--- config.mk ---
export PLATFORM = sky130hd
export DESIGN_NAME = rf_port_master
export DESIGN_NICKNAME = d
export VERILOG_FILES = /design/src/rtl/rf_port_master.sv
export SDC_FILE = /design/constraint.sdc
export NUM_CORES = 1
export LEC_CHECK = 0
export CAP_MARGIN = 20
export CORE_MARGIN = 2
export CORE_UTILIZATION = 25
export CTS_CLUSTER_SIZE = 8
export DETAILED_ROUTE_END_ITERATION = 12
export MAX_ROUTING_LAYER = met4
export PLACE_DENSITY_LB_ADDON = 0.08
export SETUP_SLACK_MARGIN = 0.1
export SLEW_MARGIN = 0
export SYNTH_ARGS = -nofsm -noshare
export SYNTH_HDL_FRONTEND = slang
export SYNTH_SLANG_ARGS = --single-unit
--- constraint.sdc ---
create_clock -name clk -period 2.2 [get_ports clk]
set_input_delay 0.33 -clock clk [delete_from_list [all_inputs] [get_ports clk]]
set_output_delay 0.33 -clock clk [all_outputs]
set_load 0.02 [all_outputs]
--- src/rtl/rf_port_master.sv ---
// Command front-end for a two-read / one-write register file: reads, writes
// and a clear-all sweep, with a valid/ready request port and a read response port.
module rf_port_master #(
  parameter int DATA_WIDTH = 32,
  parameter int ADDR_WIDTH = 5
) (
  input  logic                  clk,
  input  logic                  rst,
  input  logic                  req_valid,
  output logic                  req_ready,
  input  logic [1:0]            req_op,
  input  logic [ADDR_WIDTH-1:0] req_addr_a,
  input  logic [ADDR_WIDTH-1:0] req_addr_b,
  input  logic [DATA_WIDTH-1:0] req_wdata,
  output logic                  rsp_valid,
  input  logic                  rsp_ready,
  output logic [DATA_WIDTH-1:0] rsp_data_a,
  output logic [DATA_WIDTH-1:0] rsp_data_b,
  output logic [ADDR_WIDTH-1:0] rf_waddr,
  output logic [ADDR_WIDTH-1:0] rf_raddr1,
  output logic [ADDR_WIDTH-1:0] rf_raddr2,
  output logic                  rf_wen,
  output logic [DATA_WIDTH-1:0] rf_wdata,
  input  logic [DATA_WIDTH-1:0] rf_rdata1,
  input  logic [DATA_WIDTH-1:0] rf_rdata2
);

  localparam logic [2:0] IDLE = 3'd0;
  localparam logic [2:0] RD   = 3'd1;
  localparam logic [2:0] RSP  = 3'd2;
  localparam logic [2:0] WR   = 3'd3;
  localparam logic [2:0] CLR  = 3'd4;

  localparam logic [ADDR_WIDTH-1:0] ADDR_ZERO = {ADDR_WIDTH{1'b0}};
  localparam logic [ADDR_WIDTH-1:0] ADDR_ONE  = {{(ADDR_WIDTH-1){1'b0}}, 1'b1};
  localparam logic [ADDR_WIDTH-1:0] ADDR_MAX  = {ADDR_WIDTH{1'b1}};
  localparam logic [DATA_WIDTH-1:0] DATA_ZERO = {DATA_WIDTH{1'b0}};

  logic [2:0]            state_r,   state_s;
  logic [ADDR_WIDTH-1:0] addr_a_r,  addr_a_s;
  logic [ADDR_WIDTH-1:0] addr_b_r,  addr_b_s;
  logic [DATA_WIDTH-1:0] wdata_r,   wdata_s;
  logic [ADDR_WIDTH-1:0] clr_cnt_r, clr_cnt_s;
  logic                  hs_s;
  logic                  req_ready_r, rsp_valid_r, rf_wen_r;
  logic [ADDR_WIDTH-1:0] rf_waddr_r;
  logic [DATA_WIDTH-1:0] rf_wdata_r;
  logic [DATA_WIDTH-1:0] rsp_data_a_r, rsp_data_b_r;

  assign hs_s = req_valid && (state_r == IDLE);

  // Next-state decode; reserved op is consumed in IDLE without leaving it.
  always_comb begin
    state_s = state_r;
    case (state_r)
      IDLE: begin
        if (hs_s) begin
          case (req_op)
            2'b00:   state_s = RD;
            2'b01:   state_s = WR;
            2'b10:   state_s = CLR;
            default: state_s = IDLE;
          endcase
        end else begin
          state_s = IDLE;
        end
      end
      RD:  state_s = RSP;
      RSP: begin
        if (rsp_ready) state_s = IDLE;
        else           state_s = RSP;
      end
      WR:  state_s = IDLE;
      CLR: begin
        if (clr_cnt_r == ADDR_MAX) state_s = IDLE;
        else                       state_s = CLR;
      end
      default: state_s = IDLE;
    endcase
  end

  // Command latch and clear-sweep counter; the counter saturates instead of wrapping.
  always_comb begin
    addr_a_s  = addr_a_r;
    addr_b_s  = addr_b_r;
    wdata_s   = wdata_r;
    clr_cnt_s = clr_cnt_r;
    if (hs_s && (req_op != 2'b11)) begin
      addr_a_s = req_addr_a;
      addr_b_s = req_addr_b;
      wdata_s  = req_wdata;
    end else begin
      addr_a_s = addr_a_r;
    end
    if (hs_s && (req_op == 2'b10)) begin
      clr_cnt_s = ADDR_ONE;
    end else if ((state_r == CLR) && (clr_cnt_r != ADDR_MAX)) begin
      clr_cnt_s = clr_cnt_r + ADDR_ONE;
    end else begin
      clr_cnt_s = clr_cnt_r;
    end
  end

  // State, latches and outputs; outputs are registered from the next-state view.
  always_ff @(posedge clk) begin
    if (rst) begin
      state_r      <= IDLE;
      addr_a_r     <= ADDR_ZERO;
      addr_b_r     <= ADDR_ZERO;
      wdata_r      <= DATA_ZERO;
      clr_cnt_r    <= ADDR_ZERO;
      req_ready_r  <= 1'b1;
      rsp_valid_r  <= 1'b0;
      rf_wen_r     <= 1'b0;
      rf_waddr_r   <= ADDR_ZERO;
      rf_wdata_r   <= DATA_ZERO;
      rsp_data_a_r <= DATA_ZERO;
      rsp_data_b_r <= DATA_ZERO;
    end else begin
      state_r     <= state_s;
      addr_a_r    <= addr_a_s;
      addr_b_r    <= addr_b_s;
      wdata_r     <= wdata_s;
      clr_cnt_r   <= clr_cnt_s;
      req_ready_r <= (state_s == IDLE);
      rsp_valid_r <= (state_s == RSP);
      rf_wen_r    <= ((state_s == WR) && (addr_a_s != ADDR_ZERO)) || (state_s == CLR);
      rf_waddr_r  <= (state_s == CLR) ? clr_cnt_s : addr_a_s;
      rf_wdata_r  <= (state_s == CLR) ? DATA_ZERO : wdata_s;
      if (state_r == RD) begin
        rsp_data_a_r <= rf_rdata1;
        rsp_data_b_r <= rf_rdata2;
      end else begin
        rsp_data_a_r <= rsp_data_a_r;
        rsp_data_b_r <= rsp_data_b_r;
      end
    end
  end

  assign req_ready  = req_ready_r;
  assign rsp_valid  = rsp_valid_r;
  assign rsp_data_a = rsp_data_a_r;
  assign rsp_data_b = rsp_data_b_r;
  assign rf_raddr1  = addr_a_r;
  assign rf_raddr2  = addr_b_r;
  assign rf_wen     = rf_wen_r;
  assign rf_waddr   = rf_waddr_r;
  assign rf_wdata   = rf_wdata_r;

endmodule

==> results.yml <==
status:
  status: "finished, final reports clean"
power:
  p_per_area_mw_per_mm2: 816.5
  finalPower_mw: 6.856
  leakage_nw: 3.211
  peakVddDrop_mv: 0.5140
die:
  start_util_pct: 25.60
  io_pins: 226
  die_w_um: 148.4
  core_area_mm2: 0.02036
  rows: 52
  die_h_um: 148.4
  die_area_mm2: 0.02202
timing:
  fin_tns_setup_ns: 0
  report.final.hold_viol_count: 0
  tightestPinTransition_ns: 0.6760
  hold-worst-slack_ns: 0.2911
  rsz0062_at_grt: "no"
  post-route-period-util_pct: 91.53
  finClkSkew_ns: 0.01058
  period_minus_slack_ns: 2.014
  setup_viol: 0
  slew_headroom_pct: 54.93
  fmax_mhz: 496.6
  maxSlewViolCount: 0
grt:
  grt_pass1_wl_mm: 24.14
  grt-ovfl-total: 0
  track_usage_pct: 14.41
  antenna_found_initial: 0
  grt_pass1_vias: 4510
  grt_max_degree: 67
cts:
  h-tree-depth: 4
  cts_tree: "done"
  postCtsSetupRepairBufs: 0
  numCtsBuffers: 17
  clk_latency_ns: 0.41
  cts_buffer_depth: 2
  root_buffer: "clkbuf_16"
  path_clk_slew_ns: 0.07
  clkSinkCount: 154
placed_design:
  placed_cells: 1029
  gp_congestion: 0.7346
  hpwl_mm: 10.50
  io_buffer_count: 225
synth:
  synth-edff-count: 0
  ys.flop_type: "dfxtp_1"
  ys_ff_latch: 154
  yosys.area.top_type: "dfxtp_1"
  ys_seq_area_share_pct: 59.15
  syn-num-nets: 676
  yosysMostFrequentCell: "dfxtp_1"
  ys_types: 32
  yosys-top-cells-area: "dfxtp_1 59%, nand2_1 9.9%, mux2i_1 8.1%"
  async_flop_share_pct: 0
  yosys_warnings: 0
  synthCells: 562
  synth_commonest_cells: "154 x dfxtp_1, 137 x nand2_1, 72 x a21oi_1"
  synth_area_per_cell_um2: 9.275
  syn-cell-area_mm2: 0.005212
  netlist.area_leader.share_pct: 59.15
routing:
  drtAntennaViolNets: 0
  wl_mm: 15.49
  drt-initial-drc-count: 179
  vias_per_cell: 4.302
  wl_per_cell_um: 14.58
  vias: 4573
  drt-pass1-iter-count: 7
  drc: 0
finish:
  area_growth_pct: 61.09
  multi_input_area_mm2: 0.001951
  fillers: 2053
  nNetsFinal: 894
  layout-drive-gt1-share_pct: 6.936
  seqCellArea_mm2: 0.003083
  diodes: 0
  final-instance-count-excl-fill: 1063
worst_setup_path:
  worstSetupEndpointType: "flip-flop"
  slowest_delay_ns: 0.54
  startpoint_type: "flip-flop"
  cp_max_fo: 16
  worstSetupPathType: "reg2reg"
  critPathSlowestCell: "or4b_4"
  cp_data_required_time_ns: 2.49
  critPathLaunch: "clr_cnt_r[1]"
  crit_chain: "ha_2 -> and3_1 -> ha_1 -> or4b_4 -> nand2_2 -> clkbuf_16 -> nor3_1"
  critPathArrivalTime_ns: 2.30
  r2r_cells: 7
  r2r_slack_ns: 0.19
  worstReg2RegEnd: "rf_wdata[29]"
  rr_startpoint: "clr_cnt_r[1]"
hold_path:
  min_from: "rst"
  holdPathStages: 2
  hold_class: "in2reg"
  worst_hold_path.endpoint: "rf_raddr2[4]"
run:
  maxCapViolations: 0
## layout make-up
class	instances	area share [%]
repair buffers	238	29.21
multi-input cells	369	23.23
clock inverters	10	1.296
flip-flops and latches	154	36.72
clock buffers	22	5.528
well taps	270	4.023
## power breakdown
| group | internal [mW] | switching (mW) |
|---|---|---|
| Sequential | 2.94 | 0.0624 |
| Clock | 1.64 | 1.20 |
| Combinational | 0.524 | 0.483 |
| Total | 5.11 | 1.75 |
## worst max-delay path, delay by kind of cell, from the launching register on
kind,cells,cell delay (ns)
adder cells (fa/ha/maj),2,0.39
buffers and inverters,1,0.21
AND/OR/NAND/NOR,4,0.95
flip-flops,1,0.33
## flip-flops by register name, summed over array words and instances, names as in the netlist, 5 cells and up
signal and count:
rf_raddr1 5, rf_raddr2 5, clr_cnt_r 5, rsp_data_b 32
rf_waddr 5, rf_wdata 32, wdata_r 32, rsp_data_a 32
## per-layer routing
| layer | vias to the layer above | wire length, um | part of all wire (%) | track usage, % |
|---|---|---|---|---|
| li1 | 2296 | - | - | - |
| met1 | 2105 | 6917 | 45 | 17.25 |
| met2 | 165 | 7142 | 46 | 22.73 |
| met3 | 7 | 1294 | 8.4 | 5.767 |
| met4 | 0 | 140 | 0.90 | 3.571 |
| met5 | - | 0 | 0 | - |
## kinds of logic after synthesis
| logic type | count (synthesis) | share of synthesized area [%] |
|---|---|---|
| simple gates | 238 | 19.44 |
| flops | 154 | 59.15 |
| compound gates | 82 | 8.329 |
| mux | 42 | 8.065 |
| buf+inv | 39 | 3.696 |
| xor+xnor | 5 | 0.8403 |
| fa+ha+maj | 2 | 0.4800 |
## worst max path at each step
stage | slack, ns | cells after the start | end
global route | 0.11 | 8 | clr_cnt_r[3]
global placement | 0.16 | 8 | clr_cnt_r[3]
floorplan | 0.19 | 7 | rf_wdata[10]
finish | 0.19 | 7 | rf_wdata[29]
detailed placement | 0.11 | 6 | rf_wdata[0]
CTS | 0.11 | 8 | clr_cnt_r[3]
## cells in the final DEF (no fill, tap or decap), types with 3 or more instances in the layout
cell               n
mux2i_1           42
a21oi_1           72
nor3_1            34
nand2_1          136
clkbuf_1           3
clkinv_4           4
nor2_1            52
nand2b_1           3
clkbuf_16         19
buf_4              6
buf_12             5
xor2_1             3
a211oi_1           3
clkdlybuf4s50_1  224
dfxtp_1          154
## per-stage QoR
stage          util [%]  area, um2  worst slack, ns
6_report          41.23       8397           0.1862
5_1_grt           41.23       8397           0.1090
4_1_cts           40.91       8330           0.1076
3_5_place_dp      38.09       7757           0.1071
3_3_place_gp      38.09       7757           0.1570
2_1_floorplan         -       5213           0.1911
## timing repair
action	4_1_cts	5_1_grt
hold buffers	0	0
gates resized for setup	0	5
setup endpoints to repair	0	36
No activity file was read; power rests on OpenSTA's default activity.
